[src/rtl/stack_param_pkg.sv]
// ---------------------------------------------------------------------------
// stack_pkg : shared definitions for the stack_param LIFO.
//   stack_cmd_e : 2-bit command encoding (NOP / PUSH / POP / GET)
//   mod_add     : (a + b) mod depth, operands assumed < depth
//   mod_sub     : (a - b) mod depth, operands assumed < depth
// The wrap is done with a conditional subtract/add of depth, never by bit
// truncation, so a non-power-of-two depth wraps correctly. Operands are
// carried at 32 bits, which is wider than any pointer used here.
// ---------------------------------------------------------------------------
package stack_pkg;

    typedef enum logic [1:0] {
        CMD_NOP  = 2'b00,
        CMD_PUSH = 2'b01,
        CMD_POP  = 2'b10,
        CMD_GET  = 2'b11
    } stack_cmd_e;

    function automatic logic [31:0] mod_add(input logic [31:0] a,
                                            input logic [31:0] b,
                                            input logic [31:0] depth);
        logic [31:0] sum;
        sum = a + b;
        if (sum >= depth) begin
            sum = sum - depth;
        end else begin
            sum = sum;
        end
        return sum;
    endfunction

    function automatic logic [31:0] mod_sub(input logic [31:0] a,
                                            input logic [31:0] b,
                                            input logic [31:0] depth);
        logic [31:0] diff;
        if (a >= b) begin
            diff = a - b;
        end else begin
            diff = a + depth - b;
        end
        return diff;
    endfunction

endpackage

[src/rtl/stack_param_if.sv]
// ---------------------------------------------------------------------------
// stack_param_if : command/data bundle between the sequencer (master) and
// the stack (slave).
//   COMMAND, INDEX, DATA_IN          : master -> stack
//   DATA_OUT, OUT_VALID, ERROR,
//   COUNT, EMPTY, FULL               : stack -> master (all registered)
// ---------------------------------------------------------------------------
interface stack_param_if
    import stack_pkg::*;
#(
    parameter int WIDTH = 4,
    parameter int DEPTH = 5,
    parameter int IDX_W = $clog2(DEPTH),
    parameter int CNT_W = $clog2(DEPTH + 1)
) ();

    stack_cmd_e         COMMAND;
    logic [IDX_W-1:0]   INDEX;
    logic [WIDTH-1:0]   DATA_IN;
    logic [WIDTH-1:0]   DATA_OUT;
    logic               OUT_VALID;
    logic               ERROR;
    logic [CNT_W-1:0]   COUNT;
    logic               EMPTY;
    logic               FULL;

    modport master (
        output COMMAND, INDEX, DATA_IN,
        input  DATA_OUT, OUT_VALID, ERROR, COUNT, EMPTY, FULL
    );

    modport slave (
        input  COMMAND, INDEX, DATA_IN,
        output DATA_OUT, OUT_VALID, ERROR, COUNT, EMPTY, FULL
    );

endinterface

[src/rtl/stack_param_ring_ptr.sv]
// ---------------------------------------------------------------------------
// stack_ring_ptr : top-of-stack pointer for a DEPTH-entry ring.
//   clk_i, rst_ni : clock, synchronous active-low reset (top -> 0)
//   inc_i, dec_i  : advance / retreat top by one (mod DEPTH); inc wins
//   offset_i      : read offset below the top entry (0 = top entry)
//   top_o         : next free slot (write address)
//   rd_addr_o     : (top - 1 - offset) mod DEPTH, combinational
// ---------------------------------------------------------------------------
module stack_ring_ptr
    import stack_pkg::*;
#(
    parameter int DEPTH = 5,
    parameter int IDX_W = $clog2(DEPTH)
) (
    input  logic             clk_i,
    input  logic             rst_ni,
    input  logic             inc_i,
    input  logic             dec_i,
    input  logic [IDX_W-1:0] offset_i,
    output logic [IDX_W-1:0] top_o,
    output logic [IDX_W-1:0] rd_addr_o
);

    localparam logic [31:0] DEPTH_W = 32'(DEPTH);

    logic [IDX_W-1:0] top_q;
    logic [IDX_W-1:0] top_d;
    logic [31:0]      off_s;

    // Next pointer and read address; an offset beyond the ring is clamped so
    // the read address always stays inside the array (such GETs are rejected).
    always_comb begin
        if (32'(offset_i) < DEPTH_W) begin
            off_s = 32'(offset_i);
        end else begin
            off_s = 32'd0;
        end

        if (inc_i) begin
            top_d = IDX_W'(mod_add(32'(top_q), 32'd1, DEPTH_W));
        end else if (dec_i) begin
            top_d = IDX_W'(mod_sub(32'(top_q), 32'd1, DEPTH_W));
        end else begin
            top_d = top_q;
        end

        rd_addr_o = IDX_W'(mod_sub(mod_sub(32'(top_q), 32'd1, DEPTH_W),
                                   off_s, DEPTH_W));
    end

    // Pointer register.
    always_ff @(posedge clk_i) begin
        if (!rst_ni) begin
            top_q <= '0;
        end else begin
            top_q <= top_d;
        end
    end

    assign top_o = top_q;

endmodule

[src/rtl/stack_param.sv]
// ---------------------------------------------------------------------------
// stack_param : parametrised LIFO stack, one command per clock, 1-cycle
// latency on every result.
//   CLK   : clock, all state changes on the rising edge
//   RESET : synchronous active-low reset (priority over any command)
//   bus   : stack_param_if.slave (COMMAND/INDEX/DATA_IN in,
//           DATA_OUT/OUT_VALID/ERROR/COUNT/EMPTY/FULL out, all registered)
// Optional build macro STACK_OVERFLOW_WRAP_EN: a PUSH while FULL overwrites
// the oldest entry instead of being rejected with ERROR.
// Array contents are not reset; they are unreachable until rewritten.
// ---------------------------------------------------------------------------
module stack_param
    import stack_pkg::*;
#(
    parameter int WIDTH = 4,
    parameter int DEPTH = 5,
    parameter int IDX_W = $clog2(DEPTH),
    parameter int CNT_W = $clog2(DEPTH + 1)
) (
    input  logic          CLK,
    input  logic          RESET,
    stack_param_if.slave  bus
);

    logic [WIDTH-1:0] mem_q [DEPTH];

    logic [IDX_W-1:0] top_s;
    logic [IDX_W-1:0] rd_addr_s;
    logic [IDX_W-1:0] offset_s;
    logic             push_ok_s;
    logic             pop_ok_s;
    logic             get_ok_s;
    logic             err_s;

    logic [CNT_W-1:0] count_q, count_d;
    logic             empty_q, empty_d;
    logic             full_q, full_d;
    logic [WIDTH-1:0] data_out_q, data_out_d;
    logic             valid_q, valid_d;
    logic             error_q, error_d;

    stack_ring_ptr #(
        .DEPTH (DEPTH),
        .IDX_W (IDX_W)
    ) u_ptr (
        .clk_i     (CLK),
        .rst_ni    (RESET),
        .inc_i     (push_ok_s),
        .dec_i     (pop_ok_s),
        .offset_i  (offset_s),
        .top_o     (top_s),
        .rd_addr_o (rd_addr_s)
    );

    // Command decode: classify the current command as accepted or rejected.
    always_comb begin
        push_ok_s = 1'b0;
        pop_ok_s  = 1'b0;
        get_ok_s  = 1'b0;
        err_s     = 1'b0;
        offset_s  = bus.INDEX;
        case (bus.COMMAND)
            CMD_PUSH: begin
                if (!full_q) begin
                    push_ok_s = 1'b1;
                end else begin
`ifdef STACK_OVERFLOW_WRAP_EN
                    push_ok_s = 1'b1;
`else
                    err_s     = 1'b1;
`endif
                end
            end
            CMD_POP: begin
                offset_s = '0;
                if (!empty_q) begin
                    pop_ok_s = 1'b1;
                end else begin
                    err_s    = 1'b1;
                end
            end
            CMD_GET: begin
                if (32'(bus.INDEX) < 32'(count_q)) begin
                    get_ok_s = 1'b1;
                end else begin
                    err_s    = 1'b1;
                end
            end
            default: begin
                err_s = 1'b0;
            end
        endcase
    end

    // Next-state for count, flags and output registers.
    always_comb begin
        // A wrapping push while full leaves COUNT at DEPTH.
        if (push_ok_s && !full_q) begin
            count_d = count_q + CNT_W'(1);
        end else if (pop_ok_s) begin
            count_d = count_q - CNT_W'(1);
        end else begin
            count_d = count_q;
        end
        empty_d = (count_d == CNT_W'(0));
        full_d  = (count_d == CNT_W'(DEPTH));

        if (pop_ok_s || get_ok_s) begin
            data_out_d = mem_q[rd_addr_s];
        end else begin
            data_out_d = data_out_q;
        end
        valid_d = pop_ok_s || get_ok_s;
        error_d = err_s;
    end

    // Status and output registers.
    always_ff @(posedge CLK) begin
        if (!RESET) begin
            count_q    <= '0;
            empty_q    <= 1'b1;
            full_q     <= 1'b0;
            data_out_q <= '0;
            valid_q    <= 1'b0;
            error_q    <= 1'b0;
        end else begin
            count_q    <= count_d;
            empty_q    <= empty_d;
            full_q     <= full_d;
            data_out_q <= data_out_d;
            valid_q    <= valid_d;
            error_q    <= error_d;
        end
    end

    // Storage array; a push in the same cycle as reset is discarded.
    always_ff @(posedge CLK) begin
        if (RESET && push_ok_s) begin
            mem_q[top_s] <= bus.DATA_IN;
        end else begin
            mem_q[top_s] <= mem_q[top_s];
        end
    end

    assign bus.DATA_OUT  = data_out_q;
    assign bus.OUT_VALID = valid_q;
    assign bus.ERROR     = error_q;
    assign bus.COUNT     = count_q;
    assign bus.EMPTY     = empty_q;
    assign bus.FULL      = full_q;

endmodule

[src/flat_wrapper.sv]
// flat-port wrapper written by rule: the top's interface ports become plain ports
module stack_param_flat import stack_pkg::*;
#(
    parameter int WIDTH = 4,
    parameter int DEPTH = 5,
    parameter int IDX_W = $clog2(DEPTH),
    parameter int CNT_W = $clog2(DEPTH + 1)
)
  (CLK, RESET, bus_COMMAND, bus_INDEX, bus_DATA_IN, bus_DATA_OUT, bus_OUT_VALID, bus_ERROR, bus_COUNT, bus_EMPTY, bus_FULL);
  stack_param_if #(.WIDTH(WIDTH), .DEPTH(DEPTH), .IDX_W(IDX_W), .CNT_W(CNT_W)) bus_i ();
  input  logic CLK;
  input  logic RESET;
  input wire logic [$bits(bus_i.COMMAND)-1:0] bus_COMMAND;
  input wire logic [$bits(bus_i.INDEX)-1:0] bus_INDEX;
  input wire logic [$bits(bus_i.DATA_IN)-1:0] bus_DATA_IN;
  output wire logic [$bits(bus_i.DATA_OUT)-1:0] bus_DATA_OUT;
  output wire logic [$bits(bus_i.OUT_VALID)-1:0] bus_OUT_VALID;
  output wire logic [$bits(bus_i.ERROR)-1:0] bus_ERROR;
  output wire logic [$bits(bus_i.COUNT)-1:0] bus_COUNT;
  output wire logic [$bits(bus_i.EMPTY)-1:0] bus_EMPTY;
  output wire logic [$bits(bus_i.FULL)-1:0] bus_FULL;
  assign bus_i.COMMAND = bus_COMMAND;
  assign bus_i.INDEX = bus_INDEX;
  assign bus_i.DATA_IN = bus_DATA_IN;
  assign bus_DATA_OUT = bus_i.DATA_OUT;
  assign bus_OUT_VALID = bus_i.OUT_VALID;
  assign bus_ERROR = bus_i.ERROR;
  assign bus_COUNT = bus_i.COUNT;
  assign bus_EMPTY = bus_i.EMPTY;
  assign bus_FULL = bus_i.FULL;
  stack_param #(.WIDTH(WIDTH), .DEPTH(DEPTH), .IDX_W(IDX_W), .CNT_W(CNT_W)) u_core (.CLK(CLK), .RESET(RESET), .bus(bus_i));
endmodule
[config.mk]
export PLATFORM = sky130hd
export DESIGN_NAME = stack_param_flat
export DESIGN_NICKNAME = d
export VERILOG_FILES = /design/src/rtl/stack_param_pkg.sv /design/src/rtl/stack_param_if.sv /design/src/rtl/stack_param_ring_ptr.sv /design/src/rtl/stack_param.sv /design/src/flat_wrapper.sv
export SDC_FILE = /design/constraint.sdc
export NUM_CORES = 1
export LEC_CHECK = 0
export CORE_UTILIZATION = 50
export DETAILED_ROUTE_END_ITERATION = 12
export PLACE_DENSITY = 0.77
export SLEW_MARGIN = 20
export SYNTH_ARGS = -nofsm -noshare
export SYNTH_HDL_FRONTEND = slang
export SYNTH_SLANG_ARGS = --single-unit
[constraint.sdc]
create_clock -name CLK -period 4.7 [get_ports CLK]
set_input_delay 0.94 -clock CLK [delete_from_list [all_inputs] [get_ports CLK]]
set_output_delay 0.94 -clock CLK [all_outputs]
set_load 0.03 [all_outputs]
# == Word level (Yosys, flattened, before mapping) ==
# Memory sizes are Yosys's and may differ from the RTL's. A register that Yosys moved wholly into a read port is not among the register bits.
# Cells that the tools add are included.
# word_totals
ram_bits,20
romBits,0
inputBits,11
out_inout_bits,11
latchBits,0
n_memories,1
register_bits,10
wordCells,59
# mem_list
name,depth,word_bits,rd,rd_ports_with_merged_regs,write_ports,line,source
u_core.mem_q,5,4,1,1,1,stack_param.sv:25,logic [WIDTH-1:0] mem_q [DEPTH];
# classes
n_lt_le_gt_ge,5
shifts,0
n_bitwise,1
n_mux,23
mul,0
n_eq_ne,5
add_sub_neg,10
n_div,0
n_reduce_logical,8
# op_table
op,n
$ge A32 B3 Y1,1
$mux W32,1
$mux W3,8
$mux W1,12
$sub A3 B3 Y3,2
$sub A4 B1 Y5 const B,1
$add A3 B1 Y4 const B,1
$add A3 B3 Y4 const B,1
$eq A2 B2 Y1 const B,2
$ge A4 B3 Y1 const B,1
$mux W4,1
$sub A3 B1 Y4 const B,1
$add A3 B1 Y3 const B,1
$add A3 B3 Y3 const B,1
$eq A3 B3 Y1 const B,1
$ge A3 B1 Y1 const B,1
$logic_not A3 Y1,1
$lt A3 B3 Y1,1
$lt A3 B3 Y1 const B,1
$pmux W1 S3,1
$sub A3 B1 Y3 const B,1
$sub A3 B3 Y3 const B,1
$eq A2 B1 Y1 const B,1
$logic_and A1 B1 Y1,2
other kinds (6),7

# == Longest topological paths before layout ==
# depth
ltp_word,6
ltp_mapped,16

# == By module ==
# From an unflattened synthesis, not the netlist that was laid out.
# hier_totals
hier_cells,178
hier_area_um2,2010.7
# modules_own_cells
module,n_inst,area_each_um2,cells_per_inst,seq_area_each_um2
stack_param,1,1367.6,99,820.8
stack_ring_ptr,1,643.1,79,60.1

# == Least setup slack after synthesis ==
# OpenSTA, ideal clock, no wires.
# synth_path
path_kind,register to register
startpoint,register u_core.u_ptr.top_q[0] (netlist: u_core.u_ptr.top_o[0])
endpoint,register u_core.data_out_q[2] (netlist: u_core.bus.DATA_OUT[2]) (read register of u_core.mem_q)
stages_incl_launch_ff,15
path_slack_ps,1402
t_required_ps,4565
period_less_slack_ps,3298
n_path_buf,1
arrival_time_ps,3163
path_cell_list,dfxtp_1 -> inv_1 -> ha_1 -> ha_1 -> o21ai_1 -> nand2_1 -> o21a_1 -> ha_1 -> inv_1 -> ha_1 -> buf_2 -> mux4_2 -> mux2_2 -> nand3_1 -> o221ai_1
# synth_via
elab_chain_len,6
word_cells_on_any_way,10
cone_classes,add/sub: 6; order compare: 2; mux: 2
# synth_lines
item,line,source
"start, declared",stack_param_ring_ptr.sv:26,logic [IDX_W-1:0] top_q;
"start signal, assigned",stack_param_ring_ptr.sv:56,top_q <= top_d;
$add A3 B3 Y4,stack_param_pkg.sv:39,diff = a + depth - b;
$sub A4 B1 Y5,stack_param_pkg.sv:39,
$mux W32 *,n/a,
"parallel branches: the longest is 2 deep, another holds $ge A32 B3 Y1",n/a,
$mux W3 *,stack_param_pkg.sv:36,if (a >= b) begin
"end, declared",stack_param.sv:38,"logic [WIDTH-1:0] data_out_q, data_out_d;"
# Every way passes the cells marked *.
# A chain may end at the register's enable or synchronous reset.

# == Worst setup path after layout ==
# layout_path
startpoint,register u_core.u_ptr.top_q[0] (netlist: u_core.u_ptr.top_o[0])
endpoint,register u_core.data_out_q[0] (netlist: u_core.bus.DATA_OUT[0]) (read register of u_core.mem_q)
# The elaborated chain is that of the path after synthesis.

==> run summary <==
sequential area share after synthesis - 0.418
Avg Inst Size Synth - 10.9 µm²
largest net degree at the start of global routing - 16
Post-Syn Area - 2110 µm²
CP endpoint kind - flip-flop
Slowest cell on crit path - mux4_2
Max Slew Vio Count - 0
Die ar. - 4480 µm²
# IOs - 22
clock sinks - 34
Avg Vias per Cell - 5.91
Port-buffer cells - 21
syn_nets - 221
clock share of power - 0.222
worst slack, placed - 0.743 ns
status - finished, final reports clean
relative slew slack - 0.269
Starting Density - 0.523
Async S/R FF share, synth - 0
TritonCTS clock tree - built
vias in the first global route - 1411
yosys warns - 0
critical path fanouts, max - 7
hold_buf cts - 0
final net count - 243
total core area - 4030 µm²
Int Power - 771 µW
post-synth cell types - 50
setup_tns - 0 ns
clk slew on worst S/H paths - 0.07 ns
FP Rows - 23
Die Height - 66.9 µm
Lkg Pwr - 0.875 nW
Yosys top cell area share - 0.285
RSZ-0062 raised after global routing - false
Antenna diodes - 0
Die W - 66.9 µm
Crit path top cell by count - ha_1
ys flop type - edfxtp_1
Max-Cap Viols - 0
Worst Hold Class - flip-flop to flip-flop
DR DRC count - 0
Tightest Pin Transition - 1.09 ns
Post-Syn Instances - 194
layout cells sized above 1 - 0.143
Fin Clk Skew - 0.00337 ns
placed cell area - 2350 µm²
All-Layer GR Usage - 0.217
post-layout minimum cycle time - 3.71 ns
H-tree levels - 2
DR WL/cell - 16.4 µm
final core utilization - 0.611
Bufs and invs on worst path - 2
crit share post-route - 0.788
Post-synth EDFFs - 20
DRT iter0 DRCs - 90
drt first pass iters - 4
Switch Pwr - 446 µW
initial antenna violation count - 0
fmax - 270 MHz
Vias - 1578
Fin. Hold Viols - 0
critical-path cell list - inv_1, ha_1, ha_1, o21ai_1, nand2_1, o21a_1, ha_1, inv_1, ha_1, mux4_2, mux2_2, nand3_1, o221ai_1
Sw Share - 0.367
CP arrival - 3.86 ns
Seq cells post-synth - 34
post_cts resized - 0
WL final - 4380 µm
hpwl dp - 3180 µm
Longest Clk Path Bufs - 2
peak supply drop - 0.000339 V
cell taking the most area after synthesis - edfxtp_1
Comb pwr share - 0.472
root buf cell - clkbuf_8
placer's final routability congestion estimate - 0.820
post-route cell area - 2460 µm²
slowest stage delay, CP - 0.56 ns
final setup fails - 0
total CTS buffers - 5
first-pass GRT wire length - 6940 µm
Seq pwr share - 0.307
kind of critical path - flip-flop to flip-flop
Startpoint Class - flip-flop
post-CTS setup buffers - 0
Crit path required time - 4.86 ns
largest cells by area after synthesis - edfxtp_1 29%, dfxtp_1 13%, ha_1 8.9%
Crit path max-delay family - adder cells
global route total overflow - 0
worst skew pair latency - 0.29 ns
Layout area overhead - 16.8%
PD cells - 495 nW/µm²
final worst slack - 0.994 ns
post-route ant nets - 0
-- cell families (layout without fill, tap and decap cells) --
kind of cell,count (synthesis),in the layout,synth area share
AND/OR/NAND/NOR,61,61,0.152
XOR/XNOR,5,5,0.0208
buffers and inverters,22,45,0.0475
flip-flops,34,34,0.418
multiplexers,15,15,0.111
adder cells (fa/ha/maj),16,16,0.0986
AO/OA/AOI/OAI,41,41,0.152
-- tightest hold or removal path, cell delays in order (launching register included) --
cell and delay [ns]:
dfxtp_1 0.31, nand2_1 0.05, o221ai_1 0.09
-- cells in the final DEF (no fill, tap or decap), types with 3 or more instances in the layout --
cell type | netlist | routed
nor4_1 | 3 | 3
o211ai_1 | 3 | 3
edfxtp_1 | 20 | 20
a21oi_1 | 10 | 10
mux2i_1 | 5 | 5
nor3_1 | 3 | 3
nand3_1 | 7 | 7
mux4_2 | 6 | 6
o221ai_1 | 4 | 4
nor2_1 | 8 | 8
o21ai_1 | 5 | 5
ha_1 | 15 | 15
inv_1 | 14 | 14
nor2b_1 | 3 | 3
dfxtp_1 | 14 | 14
a311oi_1 | 3 | 3
mux2_2 | 3 | 3
clkdlybuf4s50_1 | 0 | 21
clkbuf_8 | 0 | 5
xnor2_1 | 4 | 4
and2_1 | 4 | 4
nand2_1 | 22 | 22
-- state kept, by name, indices dropped and copies added, names as in the netlist --
signal / count
u_core.mem_q: 20
u_core.bus.DATA_OUT: 4
u_core.bus.COUNT: 3
u_core.u_ptr.top_o: 3
u_core.bus.EMPTY: 1
u_core.bus.ERROR: 1
u_core.bus.FULL: 1
u_core.bus.OUT_VALID: 1
-- routing by layer --
layer | global-route usage | vias to the layer above | routed length (µm)
li1 | - | 757 | -
met1 | 0.329 | 760 | 2210
met2 | 0.307 | 54 | 1940
met3 | 0.0411 | 7 | 167
met4 | 0.0638 | 0 | 66
met5 | 0 | - | 0
-- path summary, 6_finish.rpt --
check	startpoint	end	slack [ns]	cells past startpoint
worst max register to register	u_core.u_ptr.top_o[0]	u_core.bus.DATA_OUT[0]	0.99	13
worst min register to register	u_core.bus.DATA_OUT[3]	u_core.bus.DATA_OUT[3]	0.51	2
worst min-delay path	u_core.bus.DATA_OUT[3]	u_core.bus.DATA_OUT[3]	0.51	2
worst max-delay path	u_core.u_ptr.top_o[0]	u_core.bus.DATA_OUT[0]	0.99	13
-- Yosys cell counts, types with 4 or more instances --
cell	n
mux4_2	6
inv_1	14
dfxtp_1	14
nand2_1	22
nand3_1	7
nor2_1	8
a21oi_1	10
edfxtp_1	20
clkbuf_1	4
o21ai_1	5
xnor2_1	4
mux2i_1	5
ha_1	15
and2_1	4
o221ai_1	4
-- cell type report --
class,count,area [µm²]
timing repair buffer,23,225
sequential,34,881
fill,326,1570
inverter,14,52.6
clock buffer,5,68.8
clock inverter,3,45.0
tap,50,62.6
multi-input combinational,138,1130
-- power groups by stage --
stage | Clock [mW] | Combinational [mW] | Sequential, mW
6_report | 0.270 | 0.574 | 0.373
3_3_place_gp | 0 | 0.558 | 0.379
4_1_cts | 0.268 | 0.572 | 0.373
5_1_grt | 0.283 | 0.619 | 0.378
3_5_place_dp | 0 | 0.563 | 0.379
2_1_floorplan | 0 | 0.412 | 0.407
-- metrics by stage --
| step | instances | hold slack, ns | power (mW) |
|---|---|---|---|
| 4_1_cts | 267 | 0.518 | 1.21 |
| 5_1_grt | 267 | 0.545 | 1.28 |
| 3_5_place_dp | 259 | 0.502 | 0.942 |
| 6_report | 267 | 0.511 | 1.22 |
| 2_1_floorplan | 194 | 0.478 | 0.819 |
| 3_3_place_gp | 259 | 0.501 | 0.937 |
Note: power is estimated with default switching activity, not from simulation.
